===== config.mk =====
export PLATFORM = sky130hd
export DESIGN_NAME = usb_eps_arb_flat
export DESIGN_NICKNAME = d
export VERILOG_FILES = /design/src/rtl/usb_eps_pkg.sv /design/src/rtl/usb_eps_arb_if.sv /design/src/rtl/usb_eps_ram.sv /design/src/rtl/usb_eps_arb.sv /design/src/flat_wrapper.sv
export SDC_FILE = /design/constraint.sdc
export NUM_CORES = 2
export LEC_CHECK = 0
export CAP_MARGIN = 20
export CORE_MARGIN = 2
export CORE_UTILIZATION = 50
export DETAILED_ROUTE_END_ITERATION = 12
export PLACE_DENSITY = 0.65
export SLEW_MARGIN = 20
export SYNTH_ARGS = -nofsm -noshare
export SYNTH_HDL_FRONTEND = slang
export SYNTH_SLANG_ARGS = --single-unit

===== constraint.sdc =====
create_clock -name clk -period 10.9 [get_ports clk]
set_input_delay 1.635 -clock clk [delete_from_list [all_inputs] [get_ports clk]]
set_output_delay 1.635 -clock clk [all_outputs]
set_load 0.05 [all_outputs]

===== src/rtl/usb_eps_pkg.sv =====
// Shared constants and encodings for the endpoint-status RAM arbiter.
package usb_eps_pkg;

    localparam int unsigned EPS_AW = 8;
    localparam int unsigned EPS_DW = 16;

    typedef enum logic [1:0] {
        H_IDLE = 2'b00,
        H_WAIT = 2'b01,
        H_DONE = 2'b10
    } host_st_e;

    typedef enum logic [1:0] {
        TAG_NONE = 2'b00,
        TAG_ENG  = 2'b01,
        TAG_HOST = 2'b10
    } tag_e;

endpackage


===== src/rtl/usb_eps_arb_if.sv =====
// Engine and host-bus signal bundle for usb_eps_arb; master drives commands, slave is the arbiter.
interface usb_eps_arb_if
    import usb_eps_pkg::*;
#(
    parameter int unsigned AW = EPS_AW,
    parameter int unsigned DW = EPS_DW
);
    logic          eps_read_0;
    logic          eps_write_0;
    logic          eps_zero_0;
    logic [AW-1:0] eps_addr_0;
    logic [DW-1:0] eps_wrdata_0;
    logic [DW-1:0] eps_rddata_3;

    logic          host_req;
    logic          host_we;
    logic [AW-1:0] host_addr;
    logic [DW-1:0] host_wdata;
    logic [DW-1:0] host_rdata;
    logic          host_ack;
    logic          host_busy;

    modport master (
        output eps_read_0, eps_write_0, eps_zero_0, eps_addr_0, eps_wrdata_0,
        output host_req, host_we, host_addr, host_wdata,
        input  eps_rddata_3, host_rdata, host_ack, host_busy
    );

    modport slave (
        input  eps_read_0, eps_write_0, eps_zero_0, eps_addr_0, eps_wrdata_0,
        input  host_req, host_we, host_addr, host_wdata,
        output eps_rddata_3, host_rdata, host_ack, host_busy
    );

endinterface


===== src/rtl/usb_eps_ram.sv =====
// Endpoint-status RAM wrapper: one shared address, registered read data, write-first.
module usb_eps_ram #(
    parameter int unsigned AW = 8,
    parameter int unsigned DW = 16
) (
    input  logic          clk_i,
    input  logic          we_i,
    input  logic          re_i,
    input  logic [AW-1:0] addr_i,
    input  logic [DW-1:0] wdata_i,
    output logic [DW-1:0] rdata_o
);

    logic [DW-1:0] mem [2**AW];
    logic [DW-1:0] rdata_q;

    always_ff @(posedge clk_i) begin
        if (we_i) begin
            mem[addr_i] <= wdata_i;
        end
        if (re_i) begin
            rdata_q <= we_i ? wdata_i : mem[addr_i];
        end
    end

    assign rdata_o = rdata_q;

endmodule


===== src/rtl/usb_eps_arb.sv =====
// Shares the EP status RAM between the transaction engine (fixed priority) and the host bus.
// Optional power-up clear sweep is enabled by defining USB_EPS_INIT_EN.
module usb_eps_arb
    import usb_eps_pkg::*;
#(
    parameter int unsigned AW = EPS_AW,
    parameter int unsigned DW = EPS_DW
) (
    input logic          clk,
    input logic          rst,
    usb_eps_arb_if.slave bus
);

    host_st_e      st_q, st_d;
    tag_e          tag1_q, tag1_d, tag2_q;
    logic          we_q, we_d, re_q, re_d, rd2_q;
    logic [AW-1:0] addr_q, addr_d;
    logic [DW-1:0] wdata_q, wdata_d;
    logic [DW-1:0] ram_rdata;
    logic [DW-1:0] eps_rddata_q, host_rdata_q;
    logic          host_ack_q;
    logic          eng_cmd, grant, init_busy;
    logic [AW-1:0] init_addr;

`ifdef USB_EPS_INIT_EN
    logic          init_q;
    logic [AW-1:0] init_cnt_q;

    always_ff @(posedge clk) begin
        if (rst) begin
            init_q     <= 1'b1;
            init_cnt_q <= '0;
        end else if (init_q) begin
            init_cnt_q <= init_cnt_q + 1'b1;
            if (&init_cnt_q) begin
                init_q <= 1'b0;
            end
        end
    end

    assign init_busy = init_q;
    assign init_addr = init_cnt_q;
`else
    assign init_busy = 1'b0;
    assign init_addr = '0;
`endif

    assign eng_cmd = bus.eps_read_0 | bus.eps_write_0;
    assign grant   = (st_q == H_IDLE) & bus.host_req & ~eng_cmd & ~init_busy;

    // c0 -> c1 slot selection: sweep, then engine, then host in otherwise idle cycles.
    always_comb begin
        addr_d  = bus.eps_addr_0;
        wdata_d = bus.eps_zero_0 ? '0 : bus.eps_wrdata_0;
        we_d    = bus.eps_write_0;
        re_d    = bus.eps_read_0 & ~bus.eps_write_0;
        tag1_d  = eng_cmd ? TAG_ENG : TAG_NONE;
        if (init_busy) begin
            addr_d  = init_addr;
            wdata_d = '0;
            we_d    = 1'b1;
            re_d    = 1'b0;
            tag1_d  = TAG_NONE;
        end else if (grant) begin
            addr_d  = bus.host_addr;
            wdata_d = bus.host_wdata;
            we_d    = bus.host_we;
            re_d    = ~bus.host_we;
            tag1_d  = TAG_HOST;
        end
    end

    always_comb begin
        st_d = st_q;
        unique case (st_q)
            H_IDLE:  if (grant) st_d = H_WAIT;
            H_WAIT:  if (host_ack_q) st_d = H_DONE;
            H_DONE:  st_d = H_IDLE;
            default: st_d = H_IDLE;
        endcase
    end

    always_ff @(posedge clk) begin
        if (rst) begin
            st_q         <= H_IDLE;
            tag1_q       <= TAG_NONE;
            tag2_q       <= TAG_NONE;
            we_q         <= 1'b0;
            re_q         <= 1'b0;
            rd2_q        <= 1'b0;
            host_ack_q   <= 1'b0;
            eps_rddata_q <= '0;
            host_rdata_q <= '0;
        end else begin
            st_q       <= st_d;
            tag1_q     <= tag1_d;
            tag2_q     <= tag1_q;
            we_q       <= we_d;
            re_q       <= re_d;
            rd2_q      <= re_q;
            host_ack_q <= (tag2_q == TAG_HOST);
            if (tag2_q == TAG_ENG && rd2_q) begin
                eps_rddata_q <= ram_rdata;
            end
            if (tag2_q == TAG_HOST && rd2_q) begin
                host_rdata_q <= ram_rdata;
            end
        end
    end

    always_ff @(posedge clk) begin
        addr_q  <= addr_d;
        wdata_q <= wdata_d;
    end

    usb_eps_ram #(
        .AW (AW),
        .DW (DW)
    ) u_ram (
        .clk_i   (clk),
        .we_i    (we_q),
        .re_i    (re_q),
        .addr_i  (addr_q),
        .wdata_i (wdata_q),
        .rdata_o (ram_rdata)
    );

    assign bus.eps_rddata_3 = eps_rddata_q;
    assign bus.host_rdata   = host_rdata_q;
    assign bus.host_ack     = host_ack_q;
    assign bus.host_busy    = (st_q != H_IDLE) | init_busy;

endmodule


===== src/flat_wrapper.sv =====
// flat-port wrapper written by rule: the top's interface ports become plain ports
module usb_eps_arb_flat import usb_eps_pkg::*;
#(
    parameter int unsigned AW = EPS_AW,
    parameter int unsigned DW = EPS_DW
)
  (clk, rst, bus_eps_read_0, bus_eps_write_0, bus_eps_zero_0, bus_eps_addr_0, bus_eps_wrdata_0, bus_host_req, bus_host_we, bus_host_addr, bus_host_wdata, bus_eps_rddata_3, bus_host_rdata, bus_host_ack, bus_host_busy);
  usb_eps_arb_if #(.AW(AW), .DW(DW)) bus_i ();
  input logic clk;
  input logic rst;
  input wire logic [$bits(bus_i.eps_read_0)-1:0] bus_eps_read_0;
  input wire logic [$bits(bus_i.eps_write_0)-1:0] bus_eps_write_0;
  input wire logic [$bits(bus_i.eps_zero_0)-1:0] bus_eps_zero_0;
  input wire logic [$bits(bus_i.eps_addr_0)-1:0] bus_eps_addr_0;
  input wire logic [$bits(bus_i.eps_wrdata_0)-1:0] bus_eps_wrdata_0;
  input wire logic [$bits(bus_i.host_req)-1:0] bus_host_req;
  input wire logic [$bits(bus_i.host_we)-1:0] bus_host_we;
  input wire logic [$bits(bus_i.host_addr)-1:0] bus_host_addr;
  input wire logic [$bits(bus_i.host_wdata)-1:0] bus_host_wdata;
  output wire logic [$bits(bus_i.eps_rddata_3)-1:0] bus_eps_rddata_3;
  output wire logic [$bits(bus_i.host_rdata)-1:0] bus_host_rdata;
  output wire logic [$bits(bus_i.host_ack)-1:0] bus_host_ack;
  output wire logic [$bits(bus_i.host_busy)-1:0] bus_host_busy;
  assign bus_i.eps_read_0 = bus_eps_read_0;
  assign bus_i.eps_write_0 = bus_eps_write_0;
  assign bus_i.eps_zero_0 = bus_eps_zero_0;
  assign bus_i.eps_addr_0 = bus_eps_addr_0;
  assign bus_i.eps_wrdata_0 = bus_eps_wrdata_0;
  assign bus_i.host_req = bus_host_req;
  assign bus_i.host_we = bus_host_we;
  assign bus_i.host_addr = bus_host_addr;
  assign bus_i.host_wdata = bus_host_wdata;
  assign bus_eps_rddata_3 = bus_i.eps_rddata_3;
  assign bus_host_rdata = bus_i.host_rdata;
  assign bus_host_ack = bus_i.host_ack;
  assign bus_host_busy = bus_i.host_busy;
  usb_eps_arb #(.AW(AW), .DW(DW)) u_core (.clk(clk), .rst(rst), .bus(bus_i));
endmodule

* Word-level counts from Yosys, hierarchy flattened *
Memory sizes are Yosys's and may differ from the RTL's. A register that Yosys moved wholly into a read port is not among the register bits.
Cells that the tools add are included.

operators by class
  equal/unequal tests = 5
  muxes and demuxes = 12
  bitwise gates (word level) = 7
  reduce and logical (&&, ||, !) cells = 6

operators by type and width
  operator                                                                  count
  16-bit two-way mux                                                        2
  8-bit two-way mux                                                         1
  2-bit two-way mux                                                         3
  1-bit two-way mux                                                         5
  2-bit by 1-bit == test with 1-bit output (second input constant)          2
  2-bit by 1-bit inequality test with 1-bit output (second input constant)  2
  2-bit case mux with 2 select lines                                        1
  1-bit AND                                                                 3
  1-bit NOT                                                                 3
  2-bit == test (second input constant)                                     1
  1-bit logical AND                                                         2
  2-bit zero test                                                           1
  2-bit AND reduction                                                       1
  2-bit nonzero test                                                        1
  2-bit OR reduction                                                        1
  1-bit OR                                                                  1

word-level totals
  bits in registers = 66
  bits in writable memories = 4096
  input bits = 55
  output and inout port bits = 34
  memories = 1

memories
  name              depth  bits a word  read ports  clocked after memory_dff  write ports  line               RTL
  u_core.u_ram.mem  256    16           1           1                         1            usb_eps_ram.sv:14  logic [DW-1:0] mem [2**AW];

* Longest topological paths before layout *
  depth after elaboration = 5
  gate-level depth with buffers = 14

* Modules after synthesis *
Synthesis repeated with hierarchy kept, for this count alone.

unflattened totals
  cells, all modules = 7263
  area, all modules = 159860.8 µm²

modules (own cells, without submodules)
  module       instances  cells an instance  area an instance (µm²)
  usb_eps_ram  1          7024               157472.3
  usb_eps_arb  1          239                2388.5

* Least setup slack after synthesis *
Ideal clock, no wire load.

  kind = flip-flop to flip-flop
  start point = register u_core.wdata_q[0]
  end point = memory u_core.u_ram.mem[0][0], data pin
  library setup time = 0.856 ns
  arrival = 3.399 ns
  path slack = 6.645 ns
  cell stages (with the launch flop) = 1
  path buffers = 0
  cells stage by stage = dfxtp_1

RTL lines
  element                   line                RTL
  start: declaration        usb_eps_arb.sv:18   logic [DW-1:0] wdata_q, wdata_d;
  start signal: assignment  usb_eps_arb.sv:113  wdata_q <= wdata_d;
  end: declaration          usb_eps_ram.sv:14

No word-level cell before the write port.

==> impl_metrics.toml <==
[clocking]
postCtsSetupRepairBufs = 0
cts_root_buf = "clkbuf_16"
hold_buffers = 0
cts.sinks = 4178
clk_path_buf_depth = 4
cts.reportedPaths.clkPinSlew_ps = 60
cts_tree = "done"
cts-resized-gates = 0
cts.htree.levels = 5
insertion_delay_ps = 1000
cts_buffers = 416

[critical_path]
path_class = "reg -> reg"
cp-end-kind = "register"
worstPathArrival_ps = 6190
crit_fanout = 73
cpMaxStageDelayCell = "a2111oi_1"
path_common_cell = "buf_4"
cp_num_buf_inv = 3
critPathLaunchType = "register"
crit_chain = "buf_12 > buf_4 > buf_4 > mux4_2 > mux2i_1 > o211ai_1 > a2111oi_1 > a32oi_1"
required_ps = 11600
critPathMaxStageDelay_ps = 1130
crit_family = "compound AO/OA/AOI/OAI gates"

[global_routing]
antenna_found_initial = 18
grt_pass1_wl_um = 614000
grt_usage_pct = 26.8
grt_max_degree = 182
overflow = 0
grt_pass1_vias = 79300

[pwr]
vdd_ir_drop_max_uv = 167
swShare_pct = 22.5
pwr-share-clk_pct = 41.1
p_per_area_mw_per_mm2 = 188
design_power_total_mw = 34.2
p_leak_nw = 58.2
comb_power_share_pct = 6.7
p_sw_mw = 7.71
p_int_mw = 26.5
seqPwrFrac_pct = 52.3

[floorplan]
row_count = 208
die_h_um = 571
top_level_ports = 89
coreArea_mm2 = 0.320
dieArea_mm2 = 0.326
die_w_um = 571
initial_utilization_pct = 50.1

[finish]
nets = 7893
final_core_util_pct = 56.8
area_growth_pct = 13.3
layout-drive-gt1-share_pct = 25.9
final_cell_area_mm2 = 0.182
stdcell_count = 12500

[sta]
fin_skew_ps = 79.7
fin_tns_setup_ps = 0
tightest_slew_ps = 1200
post-route-period-util_pct = 50.4
rsz0062_at_grt = "false"
hold_viol_final = 0
timing.hold.ws_ps = 447
maxSlewHeadroom_pct = 19.4
final_max_slew_viol_count = 0
clock.fmax_mhz = 182
period_needed_ps = 5500
setup_viol = 0
fin_ws_ps = 5400

[yosys]
yosys_warnings = 0
synth_seq_area_share_pct = 77.7
synth.distinct_cells = 62
synth-seq-cells = 4178
synth_edf_count = 4112
netlist_area_mm2 = 0.161
synthCells = 7346
synth_flop_cell = "edfxtp_1"
synth.avg_cell_area_um2 = 21.9
syn-num-nets = 7401
synthArstFlopShare_pct = 0

[routing]
drtIter0Drc = 12300
routedWlPerCell_um = 35.1
first_pass_iters = 6
post-route-drc-count = 0
final_antenna_net_count = 0
drt_wl_total_um = 439000
vias_per_cell = 6.46
vias = 80700

[placement]
dpl_cell_area_mm2 = 0.168
io_buffers = 88
dp_hpwl_um = 261000
place_inst = 11700
gp_congestion = 0.920
dpl_worst_slack_ps = 5660

[worst_hold_path]
min_path_type = "reg -> reg"

[run]
cap_violations = 0

[run_status]
run_status = "finished, final reports clean"
## worst reg2reg max path, stage by stage, from the launching register on
cell       delay [ps]
dfxtp_4           760
buf_12            550
buf_4             720
buf_4             500
mux4_2            580
mux2i_1           480
o211ai_1          310
a2111oi_1        1130
a32oi_1           220
## area by class of cell
| type | instances | area [um^2] |
|---|---|---|
| fill | 23100 | 138000 |
| inverter | 9 | 33.8 |
| sequential | 4178 | 125000 |
| tap | 4305 | 5390 |
| clock inverter | 247 | 2530 |
| multi-input combinational | 2717 | 33800 |
| antenna | 12 | 30.0 |
| clock buffer | 510 | 10800 |
| timing repair buffer | 516 | 4460 |
## power by group through the flow
stage	clock network (mW)	registers, mW	logic (mW)
6_report	14.1	17.9	2.28
5_1_grt	14.9	17.9	2.36
4_1_cts	14.2	17.9	2.25
3_5_place_dp	0	18.2	2.24
3_3_place_gp	0	18.2	2.21
2_1_floorplan	0	18.4	1.24
## cells in the mapped netlist, drive strengths merged (6+ instances only)
cell type,count,area [um^2]
a31oi,27,169
nor2,281,1050
nand3b,23,173
o21ai,57,285
a22oi,175,1310
o311a,9,90.1
dfxtp,66,1320
inv,8,30.0
nor3,43,215
nor2b,34,213
a21oi,90,450
a2bb2oi,9,78.8
mux4,961,21600
or3,8,50.1
a22o,27,236
o211ai,22,165
nand2b,9,56.3
o22a,11,96.3
mux2i,380,3800
mux2,44,495
a211oi,28,210
o22ai,77,482
edfxtp,4112,123000
a2111oi,8,70.1
nand3,88,440
o221ai,25,219
nand2,196,738
buf,271,1690
clkbuf,171,643
and2,6,37.5
o31ai,8,60.1
nand4,7,43.8
## per-layer routing
layer | track usage (%) | vias to the layer above | part of all wire [%]
li1 | - | 32000 | -
met1 | 38.2 | 43000 | 38
met2 | 40.3 | 4907 | 46
met3 | 5.69 | 848 | 11
met4 | 11.5 | 14 | 4.9
met5 | 0 | - | 0.022
## cells by family after synthesis
logic type	synth area share [%]
flops	77.7
simple gates	2.00
compound gates	2.65
mux	16.2
buf+inv	1.47
## final timing paths
kind	from	end	slack (ps)	depth (start not counted)
worst max-delay path	u_core.addr_q[1]$_DFF_P_	u_core.u_ram.rdata_o[14]$_DFFE_PP_	5400	8
worst min-delay path	u_core.tag1_q[1]$_SDFF_PP0_	u_core.tag2_q[1]$_SDFF_PP0_	450	1
worst max register to register	u_core.addr_q[1]$_DFF_P_	u_core.u_ram.rdata_o[14]$_DFFE_PP_	5400	8
worst min register to register	u_core.tag1_q[1]$_SDFF_PP0_	u_core.tag2_q[1]$_SDFF_PP0_	450	1
## flip-flops by register name (all words and copies together), names as in the netlist
register / count
u_core.st_q: 2
u_core.tag2_q: 2
u_core.u_ram.mem: 4096
u_core.we_q: 1
u_core.re_q: 1
u_core.bus.host_rdata: 16
u_core.bus.eps_rddata_3: 16
u_core.bus.host_ack: 1
u_core.addr_q: 8
u_core.rd2_q: 1
u_core.wdata_q: 16
u_core.tag1_q: 2
u_core.u_ram.rdata_o: 16
## placed cells by master (no fill, tap or decap), types with 10 or more instances in the layout
master and instances:
clkinv_16 10, a31oi_1 27, o21ai_0 54, a22oi_1 175, a211oi_1 25, edfxtp_1 4112, o22ai_1 77, dfxtp_1 42
a22o_1 27, a21oi_1 90, mux4_2 961, mux2_2 44, nand3_1 82, nand2_1 194, buf_4 400, nor3_2 33
dfxtp_4 21, clkinv_1 97, diode_2 12, nand3b_1 23, nor2_2 14, buf_12 18, o211ai_1 22, clkinv_2 66
nor3_1 10, clkinvlp_4 18, o221ai_1 25, clkbuf_16 418, nor2b_1 26, nor2_1 259, mux2i_1 380, o22a_1 11
clkbuf_1 92, clkdlybuf4s50_1 88, bufinv_16 38
Power figures use the tool's default switching activity.
